==> src/rtl/ps2_kbd_event_fifo_pkg.sv <==
// PS/2 keyboard event path: shared constants,
// event type and frame bit positions.
package ps2_pkg;

  localparam logic [7:0] PS2_PFX_EXT = 8'hE0;
  localparam logic [7:0] PS2_PFX_BRK = 8'hF0;

  localparam int FRAME_BITS = 11;
  localparam int BIT_START  = 0;
  localparam int BIT_D0     = 1;
  localparam int BIT_D7     = 8;
  localparam int BIT_PAR    = 9;
  localparam int BIT_STOP   = 10;

  typedef struct packed {
    logic       ext;
    logic       brk;
    logic [7:0] code;
  } ps2_event_t;

  // Start low, odd parity over data+parity, stop high.
  function automatic logic frame_ok(
    input logic [FRAME_BITS-1:0] f
  );
    return !f[BIT_START]
        && (^f[BIT_PAR:BIT_D0])
        && f[BIT_STOP];
  endfunction

endpackage

==> src/rtl/ps2_frame_rx.sv <==
// PS/2 frame receiver: pin synchronisers, falling
// edge strobe, 11-bit shifter, checks and timeout.
module ps2_frame_rx
  import ps2_pkg::*;
#(
  parameter int SYNC_STAGES    = 3,
  parameter int TIMEOUT_CYCLES = 50000
) (
  input  logic       clk,
  input  logic       resetn,
  input  logic       ps2_clk,
  input  logic       ps2_data,
  output logic       byte_valid,
  output logic [7:0] rx_byte,
  output logic       err_pulse
);

  localparam int TW = $clog2(TIMEOUT_CYCLES + 1);

  logic [SYNC_STAGES-1:0] csync_q;
  logic [SYNC_STAGES-1:0] dsync_q;
  logic                   clk_s;
  logic                   dat_s;
  logic                   clk_prev_q;
  logic                   strobe;

  logic [3:0]            bitcnt_q, bitcnt_d;
  logic [FRAME_BITS-1:0] shift_q, shift_d;
  logic [FRAME_BITS-1:0] frame_w;
  logic [TW-1:0]         tmo_q, tmo_d;
  logic                  bv_q, bv_d;
  logic                  err_q, err_d;
  logic [7:0]            byte_q, byte_d;

  assign clk_s  = csync_q[SYNC_STAGES-1];
  assign dat_s  = dsync_q[SYNC_STAGES-1];
  assign strobe = clk_prev_q & ~clk_s;

  // Idle PS/2 lines are high; sync chains reset high.
  always_ff @(posedge clk or negedge resetn) begin
    if (!resetn) begin
      csync_q    <= '1;
      dsync_q    <= '1;
      clk_prev_q <= 1'b1;
    end else begin
      csync_q    <= {csync_q[SYNC_STAGES-2:0], ps2_clk};
      dsync_q    <= {dsync_q[SYNC_STAGES-2:0], ps2_data};
      clk_prev_q <= clk_s;
    end
  end

  // Shift a bit per strobe; check on the 11th; time out.
  always_comb begin
    bitcnt_d = bitcnt_q;
    shift_d  = shift_q;
    tmo_d    = tmo_q;
    bv_d     = 1'b0;
    err_d    = 1'b0;
    byte_d   = byte_q;
    frame_w  = {dat_s, shift_q[FRAME_BITS-1:1]};
    if (strobe) begin
      shift_d = frame_w;
      tmo_d   = '0;
      if (bitcnt_q == 4'(FRAME_BITS - 1)) begin
        bitcnt_d = '0;
        if (frame_ok(frame_w)) begin
          bv_d   = 1'b1;
          byte_d = frame_w[BIT_D7:BIT_D0];
        end else begin
          err_d = 1'b1;
        end
      end else begin
        bitcnt_d = bitcnt_q + 4'd1;
      end
    end else if (bitcnt_q != '0) begin
      if (tmo_q == TW'(TIMEOUT_CYCLES - 1)) begin
        bitcnt_d = '0;
        tmo_d    = '0;
        err_d    = 1'b1;
      end else begin
        tmo_d = tmo_q + 1'b1;
      end
    end else begin
      tmo_d = '0;
    end
  end

  // Receiver state register.
  always_ff @(posedge clk or negedge resetn) begin
    if (!resetn) begin
      bitcnt_q <= '0;
      shift_q  <= '0;
      tmo_q    <= '0;
      bv_q     <= 1'b0;
      err_q    <= 1'b0;
      byte_q   <= '0;
    end else begin
      bitcnt_q <= bitcnt_d;
      shift_q  <= shift_d;
      tmo_q    <= tmo_d;
      bv_q     <= bv_d;
      err_q    <= err_d;
      byte_q   <= byte_d;
    end
  end

  assign byte_valid = bv_q;
  assign rx_byte    = byte_q;
  assign err_pulse  = err_q;

endmodule

==> src/rtl/ps2_kbd_event_fifo.sv <==
// PS/2 keyboard front end: prefix folding, repeat
// filter and a first-word-fall-through event FIFO.
module ps2_kbd_event_fifo
  import ps2_pkg::*;
#(
  parameter int FIFO_DEPTH      = 8,
  parameter int SYNC_STAGES     = 3,
  parameter int TIMEOUT_CYCLES  = 50000,
  parameter int CNT_W           = 8,
  parameter int SUPPRESS_REPEAT = 1
) (
  input  logic             clk,
  input  logic             resetn,
  input  logic             ps2_clk,
  input  logic             ps2_data,
  input  logic             rd_en,
  input  logic             clr_err,
  output logic             ev_valid,
  output logic [7:0]       ev_code,
  output logic             ev_break,
  output logic             ev_ext,
  output logic             fifo_full,
  output logic             overflow,
  output logic             frame_err,
  output logic [CNT_W-1:0] press_count,
  output logic             key_held
);

  localparam int AW = $clog2(FIFO_DEPTH);

  logic       byte_valid;
  logic [7:0] rx_byte;
  logic       err_pulse;

  logic             ext_pend_q, ext_pend_d;
  logic             brk_pend_q, brk_pend_d;
  logic             held_v_q, held_v_d;
  logic             held_ext_q, held_ext_d;
  logic [7:0]       held_code_q, held_code_d;
  logic [CNT_W-1:0] press_q, press_d;
  logic             match;
  logic             push;
  ps2_event_t       evt;

  ps2_event_t     mem_q [FIFO_DEPTH];
  ps2_event_t     head;
  logic [AW-1:0]  wr_ptr_q, rd_ptr_q;
  logic [AW:0]    occ_q;
  logic           pop, full, wr_ok, ovf_evt;
  logic           ovf_q, ferr_q;

  ps2_frame_rx #(
    .SYNC_STAGES   (SYNC_STAGES),
    .TIMEOUT_CYCLES(TIMEOUT_CYCLES)
  ) u_rx (
    .clk       (clk),
    .resetn    (resetn),
    .ps2_clk   (ps2_clk),
    .ps2_data  (ps2_data),
    .byte_valid(byte_valid),
    .rx_byte   (rx_byte),
    .err_pulse (err_pulse)
  );

  // Fold prefixes into one event and drop held-key repeats.
  always_comb begin
    ext_pend_d  = ext_pend_q;
    brk_pend_d  = brk_pend_q;
    held_v_d    = held_v_q;
    held_ext_d  = held_ext_q;
    held_code_d = held_code_q;
    press_d     = press_q;
    push        = 1'b0;
    evt         = '{ext: ext_pend_q,
                    brk: brk_pend_q,
                    code: rx_byte};
    match       = held_v_q
               && (held_ext_q == ext_pend_q)
               && (held_code_q == rx_byte);
    if (byte_valid) begin
      unique case (1'b1)
        (rx_byte == PS2_PFX_EXT): ext_pend_d = 1'b1;
        (rx_byte == PS2_PFX_BRK): brk_pend_d = 1'b1;
        default: begin
          ext_pend_d = 1'b0;
          brk_pend_d = 1'b0;
          if (brk_pend_q) begin
            push = 1'b1;
            if (match) held_v_d = 1'b0;
          end else if (!((SUPPRESS_REPEAT != 0) && match)) begin
            push        = 1'b1;
            held_v_d    = 1'b1;
            held_ext_d  = ext_pend_q;
            held_code_d = rx_byte;
            press_d     = press_q + CNT_W'(1);
          end
        end
      endcase
    end
  end

  // Decoder and filter state.
  always_ff @(posedge clk or negedge resetn) begin
    if (!resetn) begin
      ext_pend_q  <= 1'b0;
      brk_pend_q  <= 1'b0;
      held_v_q    <= 1'b0;
      held_ext_q  <= 1'b0;
      held_code_q <= '0;
      press_q     <= '0;
    end else begin
      ext_pend_q  <= ext_pend_d;
      brk_pend_q  <= brk_pend_d;
      held_v_q    <= held_v_d;
      held_ext_q  <= held_ext_d;
      held_code_q <= held_code_d;
      press_q     <= press_d;
    end
  end

  assign pop     = rd_en && (occ_q != '0);
  assign full    = (occ_q == (AW+1)'(FIFO_DEPTH));
  assign wr_ok   = push && (!full || pop);
  assign ovf_evt = push && full && !pop;

  // Event storage; no reset needed, reads gated by occupancy.
  always_ff @(posedge clk) begin
    if (wr_ok) mem_q[wr_ptr_q] <= evt;
  end

  // FIFO pointers and occupancy.
  always_ff @(posedge clk or negedge resetn) begin
    if (!resetn) begin
      wr_ptr_q <= '0;
      rd_ptr_q <= '0;
      occ_q    <= '0;
    end else begin
      if (wr_ok) wr_ptr_q <= wr_ptr_q + 1'b1;
      if (pop)   rd_ptr_q <= rd_ptr_q + 1'b1;
      case ({wr_ok, pop})
        2'b10:   occ_q <= occ_q + 1'b1;
        2'b01:   occ_q <= occ_q - 1'b1;
        default: occ_q <= occ_q;
      endcase
    end
  end

  // Sticky error flags; a new error beats clr_err.
  always_ff @(posedge clk or negedge resetn) begin
    if (!resetn) begin
      ovf_q  <= 1'b0;
      ferr_q <= 1'b0;
    end else begin
      if (ovf_evt)      ovf_q <= 1'b1;
      else if (clr_err) ovf_q <= 1'b0;
      if (err_pulse)    ferr_q <= 1'b1;
      else if (clr_err) ferr_q <= 1'b0;
    end
  end

  assign head        = mem_q[rd_ptr_q];
  assign ev_valid    = (occ_q != '0);
  assign ev_code     = ev_valid ? head.code : 8'h00;
  assign ev_break    = ev_valid & head.brk;
  assign ev_ext      = ev_valid & head.ext;
  assign fifo_full   = full;
  assign overflow    = ovf_q;
  assign frame_err   = ferr_q;
  assign press_count = press_q;
  assign key_held    = held_v_q;

endmodule

==> config.mk <==
export PLATFORM = sky130hd
export DESIGN_NAME = ps2_kbd_event_fifo
export DESIGN_NICKNAME = d
export VERILOG_FILES = /design/src/rtl/ps2_kbd_event_fifo_pkg.sv /design/src/rtl/ps2_frame_rx.sv /design/src/rtl/ps2_kbd_event_fifo.sv
export SDC_FILE = /design/constraint.sdc
export NUM_CORES = 1
export LEC_CHECK = 0
export CAP_MARGIN = 20
export CORE_AREA = 2 2 114 116
export DETAILED_ROUTE_END_ITERATION = 10
export DIE_AREA = 0 0 116 118
export PLACE_DENSITY = 0.73
export SLEW_MARGIN = 5
export SYNTH_ARGS = -nofsm -noshare
export SYNTH_HDL_FRONTEND = slang
export SYNTH_HIERARCHICAL = 1
export SYNTH_SLANG_ARGS = --single-unit
export TNS_END_PERCENT = 30
==> constraint.sdc <==
create_clock -name clk -period 4.05 [get_ports clk]
set_input_delay 1.0125 -clock clk [delete_from_list [all_inputs] [get_ports clk]]
set_output_delay 1.0125 -clock clk [all_outputs]
set_load 0.01 [all_outputs]
==> run_results.csv <==
group,metric,value,unit
status,outcome,"finished, final reports clean",
floorplan,pin_count,29,
cts,cts-root-buf,"clkbuf_16",
setup_path,reg2reg_from,"u_rx/rx_byte[5]$_DFFE_PN0P_",
setup_path,start_kind,"flop",
finish,layout.nets,524,
power_and_ir_drop,netSwitchingPower,0.00125,W
power_and_ir_drop,pwr-share-clk,37.2,%
setup_path,rrSetupSlack,1.14,ns
synth,synth_area_leaders,"edfxtp_1, dfrtp_1, mux4_2",
finish,antenna_cells,0,
setup_path,cp-end-kind,"output pin",
setup_path,crit_arrival,2.43,ns
routing,vias,3798,
sta,period_needed,3.45,ns
power_and_ir_drop,p_int,0.00344,W
sta,setup_viol,0,
setup_path,critPathBufInv,2,
setup_path,crit_end,"ev_code[0]",
floorplan,placementRows,41,
cts,cts_sinks,159,
synth,synth-async-reset-ratio,49.7,%
flow_run,maxCapViolCount,0,
floorplan,die_x,116,um
synth,synth_top_area_share,35.5,%
finish,drive_above_1_share,20.3,%
hold_path,hold_class,"flop to flop",
synth,synth_edf_count,80,
setup_path,reg2reg_depth,11,
power_and_ir_drop,power_frac_comb,20.1,%
setup_path,cpPeakStageDelay,0.53,ns
routing,routed_wl,11800,um
sta,final_hold_viol_count,0,
cts,clk_latency,0.42,ns
setup_path,worst_path_dominant_cell_family,"buffers and inverters",
finish,final_common_cell,"edfxtp_1",
power_and_ir_drop,switching_share,26.7,%
routing,drt_iter0_markers,231,
grt,grt_pass1_wl,19200,um
floorplan,die_area,0.0137,mm^2
synth,synth.ff_latch_count,159,
sta,fin_crit_sh,85.1,%
grt,busiest_layer,"met2",
sta,finClkSkew,0.00775,ns
place,place.gp.congestion,0.770,
setup_path,cp_slowest_cell,"dfrtp_1",
routing,dr.pass1.iters,5,
synth,postSynthCellCount,461,
power_and_ir_drop,leakagePower,3.23,nW
cts,ctsHoldBuffers,0,
cts,cts_tree,"yes",
power_and_ir_drop,irDropWorstVdd,0.341,mV
power_and_ir_drop,p_per_area,586,mW/mm^2
power_and_ir_drop,pwr-share-seq,42.7,%
sta,rsz0062_at_grt,"false",
finish,instances_no_fill,693,
cts,cts_buffers,17,
cts,cts_buffer_depth,2,
sta,slew_viol_final,0,
cts,h-tree-depth,4,
finish,area_growth_syn_to_layout,18.4,%
synth,synth_top_flop_cell,"edfxtp_1",
routing,drc,0,
synth,synth_top_area_cell,"edfxtp_1",
synth,ys_types,56,
grt,grt_pass1_vias,3862,
routing,viasPerCell,5.48,
floorplan,start_util,54.4,%
synth,yosysSeqAreaShare,64.9,%
routing,wl_per_cell,17.0,um
place,dpl_cell_area,0.00732,mm^2
sta,max_freq,290,MHz
setup_path,cp.required,3.04,ns
setup_path,cp_max_fo,6,
grt,grt_util_met1,22.4,%
setup_path,criticalPathCategory,"flop to output pin",
cts,post_cts_buffers,0,
synth,syn_area_per_cell,14.7,um^2
sta,worstMarginPinSlew,0.827,ns
sta,max_slew_margin,44.7,%
finish,fill_cells,904,
finish,layout_common_cells,"edfxtp_1, dfrtp_1, nand2_1, nor2_1, clkdlybuf4s50_1",
grt,grt_overflow,0,
setup_path,reg2reg_to,"occ_q[3]$_DFFE_PN0P_",
setup_path,path_cells,"buf_4, mux4_2, mux2i_1, nor2_1, clkdlybuf4s50_1",
setup_path,startpoint,"rd_ptr_q[0]$_DFFE_PN0P_",
grt,grt_util_all_layers,18.6,%
place,dp_cells,660,
grt,grt_max_degree,80,
synth,synthesis.nets,477,
floorplan,die_y,118,um
cts,cts.reportedPaths.clkPinSlew,0.06,ns
sta,finalSetupTns,0,ns
synth,yosysWarnings,6,
grt,antenna_found_initial,0,
grt,use_met3,4.89,%
synth,syn_area,0.00676,mm^2
cts,post_cts_resized,0,
routing,drtAntennaViolNets,0,
place,dp_hpwl,7620,um
grt,met2_usage,32.0,%
place,port-buffer-count,28,
setup_path,cp.depth,5,
finish,design_area,0.00800,mm^2
floorplan,core,0.0124,mm^2
[metrics by stage]
stage	worst slack (ns)	utilization [%]	hold WS [ns]	power [W]
finish	0.603	64.5	0.357	0.00469
global placement	1.06	59.0	0.346	0.00295
CTS	0.556	64.2	0.356	0.00474
detailed placement	1.05	59.0	0.347	0.00299
floorplan	1.11	-	0.345	0.00263
global route	0.457	64.5	0.365	0.00491
[cells by family after synthesis]
logic type / share of synthesized area [%]
AO/OA/AOI/OAI: 3.11
buffers and inverters: 1.65
multiplexers: 12.1
adder cells (fa/ha/maj): 1.96
flip-flops: 64.9
XOR/XNOR: 5.33
AND/OR/NAND/NOR: 10.9
[layer usage]
layer | up-vias | routed length (um)
li1 | 1800 | -
met1 | 1931 | 4940
met2 | 53 | 6340
met3 | 14 | 392
met4 | 0 | 142
met5 | - | 0
[cell usage after synthesis, types with 7 or more instances]
master	instances
dfstp_2	7
mux2i_1	11
nand3_1	14
dfrtp_1	72
xor2_1	20
xnor2_1	16
inv_1	14
edfxtp_1	80
mux4_2	20
mux2_2	19
nand2_1	51
nor2_1	31
nor3_1	7
o21ai_0	7
clkbuf_1	7
ha_1	9
[area by class of cell]
type / count / area (um^2) / area share (%)
Clock buffer: 17 / 425 / 5.32
Clock inverter: 15 / 229 / 2.86
Inverter: 14 / 52.6 / 0.657
Multi-Input combinational cell: 275 / 2280 / 28.5
Sequential cell: 159 / 4390 / 54.8
Tap cell: 172 / 215 / 2.69
Timing Repair Buffer: 41 / 408 / 5.10
[worst min path at each step]
| stage | from | to | slack [ns] | cells after the start |
|---|---|---|---|---|
| final | u_rx/dsync_q[0]$_DFF_PN1_ | u_rx/dsync_q[1]$_DFF_PN1_ | 0.36 | 0 |
| after detailed placement | u_rx/dsync_q[0]$_DFF_PN1_ | u_rx/dsync_q[1]$_DFF_PN1_ | 0.35 | 0 |
| after floorplan | u_rx/csync_q[0]$_DFF_PN1_ | u_rx/csync_q[1]$_DFF_PN1_ | 0.35 | 0 |
| after CTS | u_rx/dsync_q[0]$_DFF_PN1_ | u_rx/dsync_q[1]$_DFF_PN1_ | 0.36 | 0 |
| after global routing | u_rx/dsync_q[0]$_DFF_PN1_ | u_rx/dsync_q[1]$_DFF_PN1_ | 0.37 | 0 |
| after global placement | u_rx/dsync_q[1]$_DFF_PN1_ | u_rx/dsync_q[2]$_DFF_PN1_ | 0.35 | 0 |
[flip-flops by register name (all words and copies together) (netlist names), 3 cells and up]
register	cells
held_code_q	8
mem_q	80
occ_q	4
press_count	8
rd_ptr_q	3
u_rx/bitcnt_q	4
u_rx/csync_q	3
u_rx/dsync_q	3
u_rx/rx_byte	8
u_rx/shift_q	10
u_rx/tmo_q	16
wr_ptr_q	3
[power by group through the flow]
stage          Clock, W  Combinational [W]  Sequential, W
6_report        0.00175           0.000941        0.00201
5_1_grt         0.00185            0.00104        0.00203
4_1_cts         0.00178           0.000958        0.00201
3_5_place_dp          0           0.000954        0.00204
3_3_place_gp          0           0.000922        0.00203
2_1_floorplan         0           0.000685        0.00194
Power figures use the tool's default switching activity.
